===== config.mk =====
export PLATFORM = sky130hd
export DESIGN_NAME = axi_stream_slave_frame_rx
export DESIGN_NICKNAME = d
export VERILOG_FILES = /design/src/rtl/axi_stream_slave_frame_rx.sv
export SDC_FILE = /design/constraint.sdc
export NUM_CORES = 1
export LEC_CHECK = 0
export CAP_MARGIN = 10
export CORE_MARGIN = 4
export CORE_UTILIZATION = 58
export CTS_BUF_LIST = sky130_fd_sc_hd__clkbuf_16
export DETAILED_ROUTE_END_ITERATION = 12
export PLACE_DENSITY = 0.79
export SLEW_MARGIN = 20
export SYNTH_ARGS = -nofsm -noshare
export SYNTH_HDL_FRONTEND = slang
export SYNTH_SLANG_ARGS = --single-unit

===== constraint.sdc =====
create_clock -name clk -period 7.1 [get_ports clk]
set_clock_uncertainty 0.05 [all_clocks]
set_input_delay 0.71 -clock clk [delete_from_list [all_inputs] [get_ports clk]]
set_output_delay 0.71 -clock clk [all_outputs]
set_load 0.1 [all_outputs]

===== src/rtl/axi_stream_slave_frame_rx.sv =====
// AXI4-Stream frame receiver: FWFT beat FIFO, tuser frame lock, pixel coordinate tagging.
// Optional FRAME_CHECK_EN macro enables sticky line-length / start-of-frame error flags.
module axi_stream_slave_frame_rx #(
    parameter int unsigned DATA_WIDTH   = 32,
    parameter int unsigned FIFO_DEPTH   = 8,
    parameter int unsigned FRAME_WIDTH  = 640,
    parameter int unsigned FRAME_HEIGHT = 480
) (
    input  logic                            clk,
    input  logic                            rst,
    input  logic [DATA_WIDTH-1:0]           s_axis_tdata,
    input  logic                            s_axis_tvalid,
    output logic                            s_axis_tready,
    input  logic                            s_axis_tlast,
    input  logic                            s_axis_tuser,
    output logic [DATA_WIDTH-1:0]           data_out,
    output logic                            valid_out,
    input  logic                            ready_in,
    output logic [$clog2(FRAME_WIDTH)-1:0]  x_out,
    output logic [$clog2(FRAME_HEIGHT)-1:0] y_out,
    output logic                            sof_out,
    output logic                            eol_out,
    output logic                            frame_done,
    output logic                            line_len_err,
    output logic                            sof_err
);

    localparam int unsigned XW = $clog2(FRAME_WIDTH);
    localparam int unsigned YW = $clog2(FRAME_HEIGHT);
    localparam int unsigned AW = $clog2(FIFO_DEPTH);
    localparam int unsigned EW = DATA_WIDTH + 2;
    localparam logic [XW-1:0] X_LAST   = XW'(FRAME_WIDTH - 1);
    localparam logic [YW-1:0] Y_LAST   = YW'(FRAME_HEIGHT - 1);
    localparam logic [AW:0]   CNT_FULL = (AW + 1)'(FIFO_DEPTH);

    localparam logic [0:0] ST_IDLE   = 1'b0;
    localparam logic [0:0] ST_ACTIVE = 1'b1;

    logic [EW-1:0] mem_q [FIFO_DEPTH];
    logic [AW-1:0] wr_ptr_q, rd_ptr_q;
    logic [AW:0]   cnt_q, cnt_d;
    logic [0:0]    state_q, state_d;
    logic [XW-1:0] wcol_q, wcol_d, xc_q, xc_d, bcol;
    logic [YW-1:0] wline_q, wline_d, yc_q, yc_d, bline;
    logic          done_q, done_d;

    logic          full, empty, drop_ok, push, pop;
    logic [EW-1:0] head;
    logic          head_user, head_last;

    assign full    = (cnt_q == CNT_FULL);
    assign empty   = (cnt_q == '0);
    // Pre-lock beats without tuser are swallowed regardless of FIFO occupancy.
    assign drop_ok = (state_q == ST_IDLE) && !s_axis_tuser;

    assign s_axis_tready = !rst && (!full || drop_ok);
    assign push          = s_axis_tvalid && s_axis_tready && !drop_ok;
    assign valid_out     = !rst && !empty;
    assign pop           = valid_out && ready_in;

    assign head      = mem_q[rd_ptr_q];
    assign head_user = head[EW-1];
    assign head_last = head[EW-2];

    assign data_out   = valid_out ? head[DATA_WIDTH-1:0] : '0;
    assign sof_out    = valid_out && head_user;
    assign eol_out    = valid_out && head_last;
    assign x_out      = sof_out ? '0 : xc_q;
    assign y_out      = sof_out ? '0 : yc_q;
    assign frame_done = done_q;

    always_comb begin
        case ({push, pop})
            2'b10:   cnt_d = cnt_q + 1'b1;
            2'b01:   cnt_d = cnt_q - 1'b1;
            default: cnt_d = cnt_q;
        endcase
    end

    // Write-side position of the incoming beat; tuser always restarts at (0,0).
    always_comb begin
        state_d = state_q;
        wcol_d  = wcol_q;
        wline_d = wline_q;
        bcol    = s_axis_tuser ? '0 : wcol_q;
        bline   = s_axis_tuser ? '0 : wline_q;
        if (push) begin
            state_d = ST_ACTIVE;
            if (s_axis_tlast) begin
                wcol_d = '0;
                if (bline == Y_LAST) begin
                    wline_d = '0;
                    state_d = ST_IDLE;
                end else begin
                    wline_d = bline + 1'b1;
                end
            end else begin
                wcol_d  = (bcol == X_LAST) ? X_LAST : bcol + 1'b1;
                wline_d = bline;
            end
        end
    end

    always_comb begin
        xc_d   = xc_q;
        yc_d   = yc_q;
        done_d = 1'b0;
        if (pop) begin
            if (head_last) begin
                xc_d = '0;
                if (y_out == Y_LAST) begin
                    yc_d   = '0;
                    done_d = 1'b1;
                end else begin
                    yc_d = y_out + 1'b1;
                end
            end else begin
                xc_d = (x_out == X_LAST) ? X_LAST : x_out + 1'b1;
                yc_d = y_out;
            end
        end
    end

    always_ff @(posedge clk) begin
        if (rst) begin
            wr_ptr_q <= '0;
            rd_ptr_q <= '0;
            cnt_q    <= '0;
            state_q  <= ST_IDLE;
            wcol_q   <= '0;
            wline_q  <= '0;
            xc_q     <= '0;
            yc_q     <= '0;
            done_q   <= 1'b0;
        end else begin
            if (push) wr_ptr_q <= wr_ptr_q + 1'b1;
            if (pop)  rd_ptr_q <= rd_ptr_q + 1'b1;
            cnt_q   <= cnt_d;
            state_q <= state_d;
            wcol_q  <= wcol_d;
            wline_q <= wline_d;
            xc_q    <= xc_d;
            yc_q    <= yc_d;
            done_q  <= done_d;
        end
    end

    always_ff @(posedge clk) begin
        if (push) mem_q[wr_ptr_q] <= {s_axis_tuser, s_axis_tlast, s_axis_tdata};
    end

`ifdef FRAME_CHECK_EN
    logic len_err_q, sof_err_q;

    always_ff @(posedge clk) begin
        if (rst) begin
            len_err_q <= 1'b0;
            sof_err_q <= 1'b0;
        end else begin
            if (push && (s_axis_tlast != (bcol == X_LAST))) len_err_q <= 1'b1;
            if (push && s_axis_tuser && (state_q == ST_ACTIVE)) sof_err_q <= 1'b1;
        end
    end

    assign line_len_err = len_err_q;
    assign sof_err      = sof_err_q;
`else
    assign line_len_err = 1'b0;
    assign sof_err      = 1'b0;
`endif

endmodule

======== Yosys cells after proc, flatten, opt, wreduce, memory -nomap -nowiden ========
Memory sizes are Yosys's and may differ from the RTL's. A register that Yosys moved wholly into a read port is not among the register bits.
Cells that the tools add are included.
cells by class
  add/sub/neg operators ................... 7
  eq/ne operators ......................... 6
  muxes and demuxes ....................... 18
  bitwise gates (word level) .............. 3
  reduce and logical (&&, ||, !) cells .... 17
operator list
  cell                                              number
  2-to-1 mux 9 bit                                  6
  2-to-1 mux 32 bit                                 1
  2-to-1 mux 10 bit                                 3
  adder 9 x 1 -> 9 bit, second input constant       2
  == test 9 bit, second input constant              2
  adder 10 x 1 -> 10 bit, second input constant     1
  == test 10 bit, second input constant             1
  logical AND 1 bit                                 8
  one-hot mux 4 bit (2 select lines)                1
  adder 3 x 1 -> 3 bit, second input constant       2
  2-to-1 mux 3 bit                                  2
  zero test 1 bit                                   5
  2-to-1 mux 1 bit                                  5
  adder 4 x 1 -> 4 bit, second input constant       1
  == test 4 bit, second input constant              1
  zero test 4 bit                                   1
  subtractor 4 x 1 -> 4 bit, second input constant  1
  NOT 1 bit                                         3
  OR reduction 3 bit                                1
  == test 2 x 1 -> 1 bit, second input constant     1
  == test 2 bit, second input constant              1
  nonzero test 2 bit                                1
  logical OR 1 bit                                  1
storage, ports and cells
  register bits after elaboration ......... 40
  memory bits (writable) .................. 272
  bits of input ports ..................... 38
  output and inout port bits .............. 58
  logic and storage cells ................. 60
  memories ................................ 1
memory list
  name   depth  bits a word  read ports  clocked after memory_dff  write ports  line  RTL
  mem_q  8      34           1           1                         1            39    logic [EW-1:0] mem_q [FIFO_DEPTH];

======== Depth between registers and ports, before layout ========
  depth after elaboration ................. 8
  depth in mapped cells ................... 14
  mapped depth without buffers ............ 11

======== Worst setup path before layout ========
No wires, ideal clock.
  path kind ............................... in2reg
  from .................................... in rst
  to ...................................... mem mem_q[1][0] (netlist bit) (enable)
  library setup time ...................... 0.523 ns
  data arrival time ....................... 5.001 ns
  required time ........................... 6.527 ns
  setup slack ............................. 1.527 ns
  cell stages on the path ................. 5
  path buffers ............................ 2
  cell sequence ........................... clkbuf_1 -> and4bb_2 -> inv_2 -> buf_2 -> nor4b_1
on the way
  cells in the longest elaborated chain, start to end .. 6
RTL lines
  item                                    line  RTL
  start: declaration                      10    input logic rst,
  zero test 1 bit                         56    assign s_axis_tready = !rst && (!full || drop_ok);
  logical AND 1 bit                       56
  logical AND 1 bit (2 in a row)          57    assign push = s_axis_tvalid && s_axis_tready && !drop_ok;
  2-to-1 mux 1 bit                        149   if (push) mem_q[wr_ptr_q] <= {s_axis_tuser, s_axis_tlast, s_axis_tdata};
  2-to-1 mux 1 bit (implied by the code)  149
  end: declaration                        39
No other way between the ends.

======== Worst setup path after layout ========
  from .................................... in rst
  to ...................................... out y_out[3]
on the way
  cells in the longest elaborated chain, start to end .. 4
RTL lines
  item               line  RTL
  zero test 1 bit    58    assign valid_out = !rst && !empty;
  logical AND 1 bit  58
  logical AND 1 bit  66    assign sof_out = valid_out && head_user;
  2-to-1 mux 9 bit   69    assign y_out = sof_out ? '0 : yc_q;
  end: declaration   20    output logic [$clog2(FRAME_HEIGHT)-1:0] y_out,
No other way between the ends.

==> flow_metrics.py <==
metrics = {
    "power": {
        "peakVddDrop_mv": 0.2232,
        "p_sw_share_pct": 22.74,
        "p_switching_w": 0.0008916,
        "p_int_w": 0.003029,
        "p_total_w": 0.003920,
        "p_comb_share_pct": 8.1,
        "leakagePower_nw": 4.756,
        "powerDensity_mw_per_mm2": 258.7,
        "p_clk_share_pct": 39.8,
        "seqPwrFrac_pct": 52.1,
    },
    "placement": {
        "port-buffer-count": 93,
        "dp.final_hpwl_um": 15560,
        "finalWeightedCongestion": 0.8289,
    },
    "synth": {
        "synth-xor-area-share_pct": 0.5435,
        "syn_inst": 765,
        "synth_adder_area_share_pct": 0.7764,
        "synthSimpleGateAreaFrac_pct": 7.745,
        "synth_warnings": 0,
        "synth_top_area_cell": "edfxtp_1",
        "yosys_most_used_dff": "edfxtp_1",
        "synth.distinct_cells": 69,
        "synth_top_cell_area_share_pct": 63.35,
        "synthTopCellsByArea": "edfxtp_1 63%, mux4_2 12%, dfxtp_1 6.7%",
        "async_flop_share_pct": 0,
        "synth_edf_count": 272,
        "synth_seq_area_share_pct": 70.03,
        "syn-cell-area_sq_mm": 0.01289,
        "ys_seq_elements": 315,
        "synth_top_family_by_area": "multiplexers",
        "synth_compound_area_share_pct": 4.503,
        "synth.avg_cell_area_sq_um": 16.85,
        "synth.area.mux_share_pct": 14.52,
    },
    "global_routing": {
        "grt_overflow": 0,
        "grt.total_usage_pct": 22.01,
        "grt_start_max_net_pins": 70,
        "grt_pass1_vias": 7372,
        "antenna_found_initial": 0,
        "grt_pass1_wl_um": 41700,
    },
    "die": {
        "rows": 54,
        "initial_core_util_pct": 59.08,
        "pin_count": 96,
        "die_w_um": 157.1,
        "die-area_sq_mm": 0.02468,
        "die_h_um": 157.1,
        "core_sq_mm": 0.02182,
    },
    "setup_path": {
        "r2r_end": "xc_q[1]$_SDFFE_PP0P_",
        "ff2ff_path_depth": 10,
        "required_ps": 6340,
        "worst_setup_path_start_kind": "input pin",
        "path_max_fanout": 36,
        "rrSetupSlack_ps": 2570,
        "path_class": "input pin to output pin",
        "arrival_ps": 4760,
        "critPathLaunch": "rst",
        "cp-end-kind": "output pin",
    },
    "routing": {
        "drt-total-wl_um": 26690,
        "antenna_left": 0,
        "routedWlPerCell_um": 22.75,
        "viasPerCell": 6.175,
        "drt_iter0_drc": 676,
        "vias": 7243,
        "dr.pass1.iters": 5,
        "drc_errors": 0,
    },
    "layout": {
        "fill_cells": 1383,
        "antenna_cells": 0,
        "layout_common_cells": "272 x edfxtp_1, 93 x clkdlybuf4s50_1, 68 x nor2_1",
        "drive_gt1_share_pct": 17.36,
        "syn_to_final_growth_pct": 17.53,
        "final_common_cell": "edfxtp_1",
        "fin_nets": 914,
    },
    "timing": {
        "fin_crit_sh_pct": 77.73,
        "period_minus_slack_ps": 5519,
        "finalSetupTns_ps": 0,
        "fmax_ghz": 0.1812,
        "hold_viol": 0,
        "max_slew_margin_pct": 30.04,
        "rsz0062_at_grt": "false",
        "worst_pin_slew_ps": 1049,
        "finalSetupViolCount": 0,
        "drv_slew": 0,
        "hold_ws_ps": 449.0,
    },
    "cts": {
        "hold_buffers": 0,
        "cts_tree": "built",
        "cts_buffers": 31,
        "clk_pin_slew_worst_paths_ps": 60,
        "cts_resized": 0,
        "h-tree-depth": 1,
        "root_buffer": "clkbuf_16",
        "cts_num_sinks": 315,
        "post_cts_buffers": 0,
        "clockBufferDepth": 3,
        "clk_latency_ps": 570,
    },
    "outcome": {
        "status": "finished clean",
    },
    "min_path": {
        "min_from": "rd_ptr_q[1]$_SDFFE_PP0P_",
        "holdPathStages": 2,
        "min_path_type": "flip-flop to flip-flop",
    },
    "flow_run": {
        "maxCapViolations": 0,
    },
}
==> area by class of cell <==
type | instances | area (sq um) | share of cell area, %
tap | 280 | 350.3 | 2.312
timing repair buffer | 110 | 1059 | 6.986
clock inverter | 27 | 207.7 | 1.371
clock buffer | 31 | 775.7 | 5.120
multi-input combinational | 397 | 3674 | 24.24
sequential | 315 | 9037 | 59.65
inverter | 13 | 48.80 | 0.3220
==> cells by family (layout without fill, tap and decap cells) <==
logic type | count (synthesis) | count (layout)
AOI/OAI and AO/OA | 82 | 82
DFF | 315 | 315
and+or+nand+nor | 193 | 193
other | 1 | 2
buffers and inverters | 54 | 181
adders and majority gates | 8 | 8
muxes | 104 | 104
xor gates and xnor gates | 8 | 8
==> metrics by stage <==
step                      setup slack [ps]  instances  util (%)  instance area (sq um)
final                                 1581       1173     69.43                  15150
after global routing                  1275       1173     69.43                  15150
after CTS                             1562       1173     69.43                  15150
after detailed placement              1584       1115     64.92                  14170
after global placement                1716       1115     64.92                  14170
after floorplan                       1527        766         -                  12900
==> synth_stat cells, types with 7 or more instances <==
| library cell | n |
|---|---|
| dfxtp_1 | 43 |
| o21ai_0 | 19 |
| inv_1 | 10 |
| clkbuf_1 | 22 |
| nand4_1 | 7 |
| buf_2 | 11 |
| and2_1 | 19 |
| edfxtp_1 | 272 |
| ha_1 | 8 |
| mux2i_1 | 37 |
| nand3_1 | 12 |
| a21oi_1 | 25 |
| a31oi_1 | 8 |
| mux4_2 | 66 |
| nor2_1 | 69 |
| nand2_1 | 29 |
| nor3_1 | 12 |
==> registers in the layout, indices dropped and copies added, names as in the netlist, named ones only <==
signal      flops
frame_done      1
mem_q         272
cnt_q           4
rd_ptr_q        3
state_q         1
wr_ptr_q        3
xc_q           10
wline_q         9
yc_q            9
==> worst max path at each step <==
stage	endpoint	slack, ps	cells past startpoint
after global routing	y_out[2]	1280	7
final	y_out[3]	1580	9
after floorplan	mem_q[1][0]$_DFFE_PP_	1530	5
after CTS	y_out[3]	1560	7
after detailed placement	y_out[3]	1580	9
after global placement	x_out[8]	1720	9
==> power groups by stage <==
stage	registers, W	logic (W)	clock network [W]
after floorplan	0.00207	0.000235	0
after global routing	0.00204	0.000337	0.00168
after CTS	0.00204	0.000321	0.00159
after detailed placement	0.00208	0.000318	0
final	0.00204	0.000319	0.00156
after global placement	0.00208	0.000310	0
==> critical path, stage by stage <==
cell             delay [ps]
clkdlybuf4s50_1         460
buf_4                   360
inv_1                   230
nand2_2                 680
inv_2                   180
nand3_1                 560
inv_2                   240
nor2_1                  160
clkdlybuf4s50_1        1150
==> per-layer routing <==
| metal | up-vias | global-route usage (%) | wire length, um |
|---|---|---|---|
| met4 | 0 | 5.244 | 544 |
| met2 | 281 | 39.51 | 13980 |
| met1 | 3692 | 28.68 | 10370 |
| met5 | - | 0 | 0 |
| met3 | 44 | 3.327 | 1792 |
| li1 | 3226 | - | - |
Power figures use the tool's default switching activity.
